## src/rtl/result_buffer.sv

```systemverilog
// result_buffer: single-clock result RAM with independent write and read
// ports, per-entry valid bits, an occupancy count, selectable
// read-during-write behaviour and a hardware clear sweep that zeroes the
// array after reset or on command.
module result_buffer #(
  parameter int DATA_W      = 16,
  parameter int ADDR_W      = 4,
  parameter int WRITE_FIRST = 0
) (
  input  logic              clk,
  input  logic              rst,
  input  logic              clear,
  input  logic              wr_en,
  input  logic [ADDR_W-1:0] wr_addr,
  input  logic [DATA_W-1:0] wr_data,
  input  logic              rd_en,
  input  logic [ADDR_W-1:0] rd_addr,
  output logic [DATA_W-1:0] rd_data,
  output logic              rd_valid,
  output logic              rd_hit,
  output logic              busy,
  output logic [ADDR_W:0]   count
);

  localparam int DEPTH = 1 << ADDR_W;

  typedef enum logic {
    ST_SWEEP,
    ST_IDLE
  } state_t;

  state_t              state_q, state_d;
  logic [ADDR_W-1:0]   sweep_ptr_q, sweep_ptr_d;
  logic [DEPTH-1:0]    valid_q, valid_d;
  logic [ADDR_W:0]     count_q, count_d;
  logic [DATA_W-1:0]   rd_data_q, rd_data_d;
  logic                rd_valid_q, rd_valid_d;
  logic                rd_hit_q, rd_hit_d;

  logic [DATA_W-1:0]   mem_q [DEPTH];
  logic                mem_we;
  logic [ADDR_W-1:0]   mem_waddr;
  logic [DATA_W-1:0]   mem_wdata;
  logic                fwd_hit;

  // Next-state, array write port and registered read path
  always_comb begin
    state_d     = state_q;
    sweep_ptr_d = sweep_ptr_q;
    valid_d     = valid_q;
    count_d     = count_q;
    rd_data_d   = rd_data_q;
    rd_valid_d  = 1'b0;
    rd_hit_d    = rd_hit_q;
    mem_we      = 1'b0;
    mem_waddr   = wr_addr;
    mem_wdata   = wr_data;
    // A write that will actually land this cycle at the address being read
    fwd_hit     = (WRITE_FIRST != 0) && wr_en && !clear && (wr_addr == rd_addr);

    case (state_q)
      ST_SWEEP: begin
        // Strobes and clear are ignored; the array is zeroed one entry per cycle
        mem_we      = 1'b1;
        mem_waddr   = sweep_ptr_q;
        mem_wdata   = '0;
        sweep_ptr_d = sweep_ptr_q + ADDR_W'(1);
        if (&sweep_ptr_q) begin
          state_d = ST_IDLE;
        end
      end

      default: begin
        // The read always completes with pre-write (or forwarded) data,
        // even when a clear starts on the same edge
        if (rd_en) begin
          rd_valid_d = 1'b1;
          if (fwd_hit) begin
            rd_data_d = wr_data;
            rd_hit_d  = 1'b1;
          end else begin
            rd_data_d = mem_q[rd_addr];
            rd_hit_d  = valid_q[rd_addr];
          end
        end

        if (clear) begin
          // clear beats a simultaneous write
          state_d     = ST_SWEEP;
          sweep_ptr_d = '0;
          valid_d     = '0;
          count_d     = '0;
        end else if (wr_en) begin
          mem_we           = 1'b1;
          valid_d[wr_addr] = 1'b1;
          if (!valid_q[wr_addr]) begin
            count_d = count_q + (ADDR_W+1)'(1);
          end
        end
      end
    endcase
  end

  // Control and output registers; reset restarts the sweep from entry 0
  always_ff @(posedge clk) begin
    if (rst) begin
      state_q     <= ST_SWEEP;
      sweep_ptr_q <= '0;
      valid_q     <= '0;
      count_q     <= '0;
      rd_data_q   <= '0;
      rd_valid_q  <= 1'b0;
      rd_hit_q    <= 1'b0;
    end else begin
      state_q     <= state_d;
      sweep_ptr_q <= sweep_ptr_d;
      valid_q     <= valid_d;
      count_q     <= count_d;
      rd_data_q   <= rd_data_d;
      rd_valid_q  <= rd_valid_d;
      rd_hit_q    <= rd_hit_d;
    end
  end

  // Storage array; contents are only cleared by the sweep, never by reset
  always_ff @(posedge clk) begin
    if (mem_we && !rst) begin
      mem_q[mem_waddr] <= mem_wdata;
    end
  end

  assign rd_data  = rd_data_q;
  assign rd_valid = rd_valid_q;
  assign rd_hit   = rd_hit_q;
  assign busy     = (state_q == ST_SWEEP);
  assign count    = count_q;

endmodule

```

## config.mk

```make
export PLATFORM = sky130hd
export DESIGN_NAME = result_buffer
export DESIGN_NICKNAME = d
export VERILOG_FILES = /design/src/rtl/result_buffer.sv
export SDC_FILE = /design/constraint.sdc
export NUM_CORES = 1
export LEC_CHECK = 0
export CAP_MARGIN = 10
export CORE_MARGIN = 10
export CORE_UTILIZATION = 60
export CTS_CLUSTER_SIZE = 8
export DETAILED_ROUTE_END_ITERATION = 12
export PLACE_DENSITY = 0.83
export SYNTH_ARGS = -nofsm -noshare
export SYNTH_HDL_FRONTEND = slang
export SYNTH_SLANG_ARGS = --single-unit
```

## constraint.sdc

```tcl
create_clock -name clk -period 7.6 [get_ports clk]
set_input_delay 1.9 -clock clk [delete_from_list [all_inputs] [get_ports clk]]
set_output_delay 1.9 -clock clk [all_outputs]
set_load 0.01 [all_outputs]
```

Yosys cells after proc, flatten, opt, wreduce, memory -nomap -nowiden. Memories as Yosys holds them, arrays and structs flattened. A register that Yosys moved wholly into a read port is not among the register bits. Cells that the tools add are included.

Register bits after elaboration: 28. Bits in writable memories: 256. Input bits: 29. Output and inout port bits: 24. Memories kept: 1.

$add $sub $neg: 2. $lt $le $gt $ge: 3. Equal/unequal tests: 2. Multiplexer cells: 24. Bitwise operators: 2. Reductions and logical operators: 9.

Memory list: mem_q (depth 16, bits a word 16, read ports 1, clocked after memory_dff 1, wr ports 1, line 40) `logic [DATA_W-1:0] mem_q [DEPTH];`.

Operator list (number): $mux 16 (3); $or 16x16->16 (1); $mux 5 (3); $mux 1 (12); $mux 4 (3); $lt 4x5->1 const B (2); $bmux 1 s4 (2); $add 5x1->5 const B (1); $add 4x1->4 const B (1); $demux 1 s4 (1); $ge 4x1->1 const B (1); $ne 2x2->1 const B (2); $reduce_and 2->1 (2); $reduce_and 4->1 (1); $reduce_and 3->1 (1); $logic_and 1x1->1 (2); $reduce_bool 2->1 (1); $reduce_or 2->1 (1); $logic_not 1->1 (1); $not 1->1 (1).

Depth between registers and ports, before layout. Gate-level depths: netlist of run 1.

Depth after elaboration: 7. Gate-level depth with buffers: 7. Gate-level depth less buffers: 5.

Least setup slack after synthesis of run 1. OpenSTA, ideal clock, no wires.

Kind: input to register. Start point: input wr_addr[2]. End point: memory mem_q[15][0], enable pin. Setup time: 0.388 ns. Data arrival time: 3.439 ns. Required time: 7.212 ns. Path slack: 3.772 ns. Stages: 7. Path buffers: 2. Path through: clkbuf_1 -> and2_0 -> clkbuf_1 -> nand2_1 -> o21ai_0 -> nand2_1 -> nor2_1.

Word-level cells in the longest chain between the ends: 1.

Ends and longest elaborated chain: from (decl) (line 14) `input logic [ADDR_W-1:0] wr_addr,`; $mux 4 (line 61) `case (state_q)`; to (decl) (line 40).

No other way between the ends.

Final worst setup path of run 1.
Start point: input wr_addr[1]. End point: memory mem_q[9][12], enable pin.

The elaborated chain is that of the path after synthesis.

==> results of run 1 <==
-- sequential cells by signal, summed over array words and instances (netlist names) --
register and count:
mem_q 256, state_q 1, rd_hit 1, valid_q 16
rd_data 16, sweep_ptr_q 4, rd_valid 1, count 5
-- cells in the final DEF (no fill, tap or decap), types with 7 or more instances in the layout --
master	netlist	layout
a21oi_1	43	43
edfxtp_1	256	256
clkbuf_16	0	44
and2_1	16	16
dfxtp_1	44	44
nand2_1	14	14
nor2_1	56	56
o21ai_0	24	24
buf_4	0	20
mux2i_1	35	35
clkbuf_1	25	33
clkdlybuf4s50_1	0	49
nor3b_1	7	7
mux4_2	68	68
-- through the flow --
stage / instances / area [um2] / total power, uW / hold WS (ps)
final: 1031 / 13850 / 3675 / 483.9
after global routing: 1031 / 13850 / 3780 / 506.4
after CTS: 1031 / 13850 / 3693 / 487.7
after detailed placement: 951 / 12590 / 1964 / 474.8
after global placement: 951 / 12590 / 1959 / 457.2
after floorplan: 653 / 11770 / 1919 / 434.8
-- routing by layer --
layer | global-route usage (%) | wire length, um
met5 | 0 | 0
met4 | 9.307 | 774
met3 | 3.985 | 2132
met2 | 35.24 | 14020
met1 | 26.39 | 9951
-- area by class of cell --
class	count	share of cell area, %
flip-flops and latches	300	61.88
well taps	265	2.395
clock buffers	77	8.847
inverters	4	0.1084
multi-input cells	311	21.88
clock inverters	3	0.1898
repair buffers	71	4.699
-- Yosys cell counts, drive strengths merged (3+ instances only) --
cell type / number / area (um2)
a21oi: 43 / 215.2
a31oi: 5 / 31.28
and2: 17 / 106.4
buf: 12 / 62.56
clkbuf: 26 / 98.84
dfxtp: 44 / 880.8
edfxtp: 256 / 7687
inv: 4 / 15.01
mux2: 4 / 48.79
mux2i: 35 / 350.3
mux4: 70 / 1584
nand2: 14 / 52.55
nand2b: 5 / 31.28
nand3: 5 / 25.02
nor2: 56 / 210.2
nor2b: 3 / 18.77
nor3: 3 / 15.01
nor3b: 7 / 52.55
o21ai: 24 / 120.1
or3: 4 / 25.02
-- power breakdown --
group	internal [uW]	switching, uW	leakage [uW]	total, uW
registers	1790	8.20	0.00257	1800
clock network	1080	657	0.000595	1740
logic	65.5	73.5	0.00132	139
-- worst min-delay path: cells and delay by family, from the launching register on --
kind / cells / cell delay [ps]
flops: 1 / 330
compound gates: 2 / 120
-- worst max path at each step --
stage | start | endpoint | cells past startpoint | slack [ps]
6_report | wr_addr[1] | mem_q[9][12] | 7 | 3370
5_1_grt | wr_addr[1] | mem_q[8][14] | 6 | 3230
4_1_cts | wr_addr[1] | mem_q[8][1] | 6 | 3420
3_5_place_dp | wr_addr[1] | mem_q[8][14] | 6 | 2880
3_3_place_gp | wr_addr[1] | mem_q[8][1] | 6 | 2970
2_1_floorplan | wr_addr[2] | mem_q[15][0] | 7 | 3770
-- logic make-up after synthesis --
family	count (synthesis)	share of synthesized area (%)
AO/OA/AOI/OAI	79	3.645
buffers and inverters	42	1.498
flip-flops	300	72.77
adder cells (fa/ha/maj)	2	0.2125
XOR/XNOR	2	0.1488
AND/OR/NAND/NOR	119	4.878
multiplexers	109	16.84
==> results.sh, run 1 <==
export IMPL_crit_path_max_fanout=15
export IMPL_critPathArrivalTime_ps=4460
export IMPL_cts_tree="yes"
export IMPL_timing_critical_path_slowest_cell_delay_ps=810
export IMPL_grt_setup_unrepaired="no"
export IMPL_cellLeakagePower_uw=0.004480
export IMPL_whs_endpoint="rd_data[1]"
export IMPL_insertedDiodeCount=0
export IMPL_power_ir_vdd_worst_uv=253.3
export IMPL_antenna_left=0
export IMPL_post_route_util_pct=71.38
export IMPL_path_buf_inv=2
export IMPL_cts_root_buf="clkbuf_16"
export IMPL_detail_route_drc_violations=0
export IMPL_core_box_area_um2=19400
export IMPL_report_final_slew_viol_count=0
export IMPL_synth_cells=653
export IMPL_gr_overflow_total=0
export IMPL_dieHeight_um=160.1
export IMPL_timing_final_setup_violations=0
export IMPL_number_of_enable_type_register_cells_in_the_synthesized_netlist=256
export IMPL_number_of_buffers_added_to_fix_hold_violations_after_cts=0
export IMPL_drt_first_iter_violations=756
export IMPL_largest_net_degree_at_the_start_of_global_routing=47
export IMPL_dpl_hpwl_mm=14.95
export IMPL_cts_post_setup_buffers_inserted=0
export IMPL_synth_seq_cells=300
export IMPL_die_width_um=160.1
export IMPL_port_buffer_count=52
export IMPL_synth_seq_area_share_pct=72.77
export IMPL_cts_inserted_buffers=43
export IMPL_timing_critical_path_slowest_stage_cell="nor2_1"
export IMPL_area_growth_synth_to_final_pct=17.60
export IMPL_hp_class="register to register"
export IMPL_i_o_pins=53
export IMPL_rr_endpoint="mem_q[9][12]"
export IMPL_cts_resized_gates=0
export IMPL_grt_pass1_vias=6695
export IMPL_finalWorstPathRequiredPeriod_ps=4230
export IMPL_grt_first_pass_wirelength_mm=40.99
export IMPL_setup_clock_skew_after_layout_ps=16.47
export IMPL_path_clk_slew_ps=50
export IMPL_synth_top_flop_cell="edfxtp_1"
export IMPL_syn_cell_area_um2=11770
export IMPL_timing_hold_worst_path_depth=2
export IMPL_timing_reg2reg_worst_path_depth=5
export IMPL_holdCritStartpoint="rd_data[1]"
export IMPL_fillers=1151
export IMPL_postLayoutSetupSlackWorst_ps=3370
export IMPL_achievable_frequency_ghz=0.2364
export IMPL_critPathCaptureType="register"
export IMPL_drive_gt1_share_pct=18.54
export IMPL_synthArstFlopShare_pct=0
export IMPL_numClockSinks=300
export IMPL_cellPowerDensity_nw_per_um2=265.4
export IMPL_status="finished clean"
export IMPL_clkLatencyLatePin_ps=540
export IMPL_antenna_found_initial=0
export IMPL_setup_tns_ps=0
export IMPL_rr_startpoint="state_q"
export IMPL_routed_wl_mm=26.88
export IMPL_worst_slew_pin_slew_ps=1146
export IMPL_worst_path_most_repeated_cell="nand2_1"
export IMPL_yosys_warnings=0
export IMPL_slew_headroom_pct=23.63
export IMPL_worst_path_dominant_cell_family="simple AND/OR/NAND/NOR gates"
export IMPL_nNetsFinal=762
export IMPL_yosys_cell_types=38
export IMPL_timing_reg2reg_setup_slack_ps=5020
export IMPL_average_wire_per_standard_cell_um=26.07
export IMPL_cts_htree_levels=2
export IMPL_clock_tree_buffer_depth=3
export IMPL_drt_first_pass_iters=5
export IMPL_setup_worst_path_start_class="primary input"
export IMPL_vias_per_cell=6.329
export IMPL_dieArea_um2=25630
export IMPL_crit_path_cell_trace="clkdlybuf4s50_1, nor2b_1, nand2_1, o21ai_0, nand2_1, nor2_1, buf_4"
export IMPL_worst_endpoint_required_ps=7830
export IMPL_timing_hold_violations_final=0
export IMPL_synth_net_count=684
export IMPL_layout_area_seq_um2=8568
export IMPL_placement_setup_worst_slack_ps=2882
export IMPL_track_usage_pct=21.08
export IMPL_avg_synthesized_cell_area_um2=18.03
export IMPL_num_rows=51
export IMPL_num_vias=6525
export IMPL_layout_worst_path_cycle_share_pct=55.66
export IMPL_maxCapViolations=0
export IMPL_initial_utilization_pct=60.69
export IMPL_gp_congestion=0.8290
export IMPL_multi_input_comb_area_um2=3029
export IMPL_timing_setup_critical_path_class="primary input to register"
No activity file was read; power rests on OpenSTA's default activity.
==> run 2, diff against run 1 <==
==> constraint.sdc (replaced) <==
create_clock -name clk -period 3.94 [get_ports clk]
set_input_delay 0.985 -clock clk [delete_from_list [all_inputs] [get_ports clk]]
set_output_delay 0.985 -clock clk [all_outputs]
set_load 0.01 [all_outputs]
==> results.sh, run 2 (synthesis results as in run 1) <==
export IMPL_timing_critical_path_slowest_stage_cell="clkdlybuf4s50_1"
export IMPL_setup_tns_ps=0
export IMPL_wl_met2_mm=14.14
export IMPL_timing_hold_worst_path_depth=2
export IMPL_critPathCaptureType="register"
export IMPL_layout_worst_path_cycle_share_pct=77.39
export IMPL_cts_post_setup_buffers_inserted=0
export IMPL_power_combinational_fraction_pct=3.9
export IMPL_num_vias=6530
export IMPL_met3_wirelength_mm=2.248
export IMPL_cts_htree_levels=2
export IMPL_initial_utilization_pct=60.69
export IMPL_cell_internal_pwr_uw=5655
export IMPL_postLayoutSetupSlackWorst_ps=890.8
export IMPL_numClockSinks=300
export IMPL_dieArea_um2=25630
export IMPL_cts_resized_gates=0
export IMPL_antenna_found_initial=0
export IMPL_average_wire_per_standard_cell_um=26.44
export IMPL_num_rows=51
export IMPL_rr_startpoint="state_q"
export IMPL_share_clk_of_total_power_pct=47.1
export IMPL_crit_path_max_fanout=15
export IMPL_clock_tree_buffer_depth=3
export IMPL_i_o_pins=53
export IMPL_achievable_frequency_ghz=0.3280
export IMPL_layout_cells_most_common_list="edfxtp_1, mux4_2, nor2_1"
export IMPL_dpl_hpwl_mm=15.42
export IMPL_clkLatencyLatePin_ps=520
export IMPL_crit_path_cell_trace="clkdlybuf4s50_1, mux4_1, mux2i_1, o211ai_2, or3_1, a21oi_1"
export IMPL_crit_cells=6
export IMPL_gp_congestion=0.8243
export IMPL_antenna_left=0
export IMPL_cts_inserted_buffers=43
export IMPL_detail_route_drc_violations=0
export IMPL_most_common_cell_after_layout_fill_and_taps_aside="edfxtp_1"
export IMPL_vias_per_cell=6.279
export IMPL_cts_root_buf="clkbuf_16"
export IMPL_worst_endpoint_required_ps=4380
export IMPL_rr_endpoint="rd_data[2]"
export IMPL_grt_pass1_vias=6925
export IMPL_cts_tree="yes"
export IMPL_timing_setup_critical_path_class="primary input to register"
export IMPL_worst_slew_pin_slew_ps=1103
export IMPL_maxCapViolations=0
export IMPL_area_growth_synth_to_final_pct=18.50
export IMPL_timing_reg2reg_setup_slack_ps=1820
export IMPL_grt_first_pass_wirelength_mm=42.38
export IMPL_timing_hold_violations_final=0
export IMPL_die_width_um=160.1
export IMPL_seq_power_share_pct=49.0
export IMPL_setup_worst_path_end="count[4]"
export IMPL_cellLeakagePower_uw=0.004544
export IMPL_dieHeight_um=160.1
export IMPL_nNetsFinal=774
export IMPL_p_sw_uw=1419
export IMPL_largest_net_degree_at_the_start_of_global_routing=69
export IMPL_drt_first_iter_violations=704
export IMPL_path_clk_slew_ps=50
export IMPL_core_box_area_um2=19400
export IMPL_setup_clock_skew_after_layout_ps=16.98
export IMPL_critPathArrivalTime_ps=3490
export IMPL_setup_worst_path_start_class="primary input"
export IMPL_timing_critical_path_slowest_cell_delay_ps=850
export IMPL_hp_class="register to register"
export IMPL_slew_headroom_pct=26.49
export IMPL_drive_gt1_share_pct=19.61
export IMPL_power_uw=7073
export IMPL_timing_final_setup_violations=0
export IMPL_largest_reg_flops=256
export IMPL_registers_top_by_ff_count="mem_q"
export IMPL_switching_share_pct=20.06
export IMPL_highest_signal_layer="met4"
export IMPL_worst_path_dominant_cell_family="multiplexers"
export IMPL_track_usage_pct=21.65
export IMPL_fillers=1128
export IMPL_insertedDiodeCount=0
export IMPL_final_hold_worst_slack_ps=494.3
export IMPL_finalWorstPathRequiredPeriod_ps=3049
export IMPL_timing_reg2reg_worst_path_depth=5
export IMPL_grt_setup_unrepaired="no"
export IMPL_number_of_buffers_added_to_fix_hold_violations_after_cts=0
export IMPL_drt_first_pass_iters=5
export IMPL_wl_met1_mm=10.07
export IMPL_crit_path_start="wr_addr[1]"
export IMPL_placement_setup_worst_slack_ps=426.6
export IMPL_report_final_slew_viol_count=0
export IMPL_port_buffer_count=52
export IMPL_routed_wl_mm=27.50
export IMPL_post_route_util_pct=71.92
export IMPL_gr_overflow_total=0
export IMPL_power_ir_vdd_worst_uv=359.0
export IMPL_status="finished clean"
export IMPL_path_buf_inv=1
export IMPL_cellPowerDensity_nw_per_um2=507.0
## run 2: cell types whose count changed in the layout (fill, tap and decap cells not counted), sizes merged
| cell | delta |
|---|---|
| buf | +12 |
| clkbuf | -1 |
| inv | -2 |
## run 2: worst min-delay path by stage
stage,to,slack (ps),startpoint
finish,valid_q[13],490,valid_q[13]
global route,valid_q[6],510,valid_q[6]
CTS,valid_q[13],500,valid_q[13]
detailed placement,rd_data[2],480,rd_data[2]
global placement,rd_hit,460,rd_hit
floorplan,rd_valid,430,state_q
## run 2: through the flow
step	instances	area, um2
detailed placement	963	12720
CTS	1040	13950
floorplan	653	11770
finish	1040	13950
global route	1040	13950
global placement	963	12720
## run 2: layout make-up
cell class                      count  area, um2  share of cell area (%)
Sequential cell                   300       8568                   61.41
Tap cell                          265      331.6                   2.376
Inverter                            4      15.01                  0.1076
Clock inverter                      1      8.758                 0.06277
Clock buffer                       76       1221                   8.753
Multi-Input combinational cell    311       3029                   21.71
Timing Repair Buffer               83      778.2                   5.578
## run 2: worst min-delay path, delay by kind of cell, from the launching register on
kind | cells | cell delay, ps
DFF | 1 | 340
and+or+nand+nor | 1 | 70
AOI/OAI and AO/OA | 1 | 50
## run 2: per-layer routing
layer | global-route usage [%] | vias up
met3 | 4.627 | 81
met5 | 0 | -
met2 | 36.47 | 339
met1 | 26.68 | 3330
met4 | 9.057 | 0
li1 | - | 2780
## run 2: power by group through the flow
| stage | registers, uW | logic, uW | clock network, uW |
|---|---|---|---|
| 6_report | 3470 | 273 | 3330 |
| 3_5_place_dp | 3520 | 266 | 0 |
| 5_1_grt | 3460 | 290 | 3510 |
| 2_1_floorplan | 3520 | 183 | 0 |
| 3_3_place_gp | 3520 | 261 | 0 |
| 4_1_cts | 3470 | 273 | 3370 |
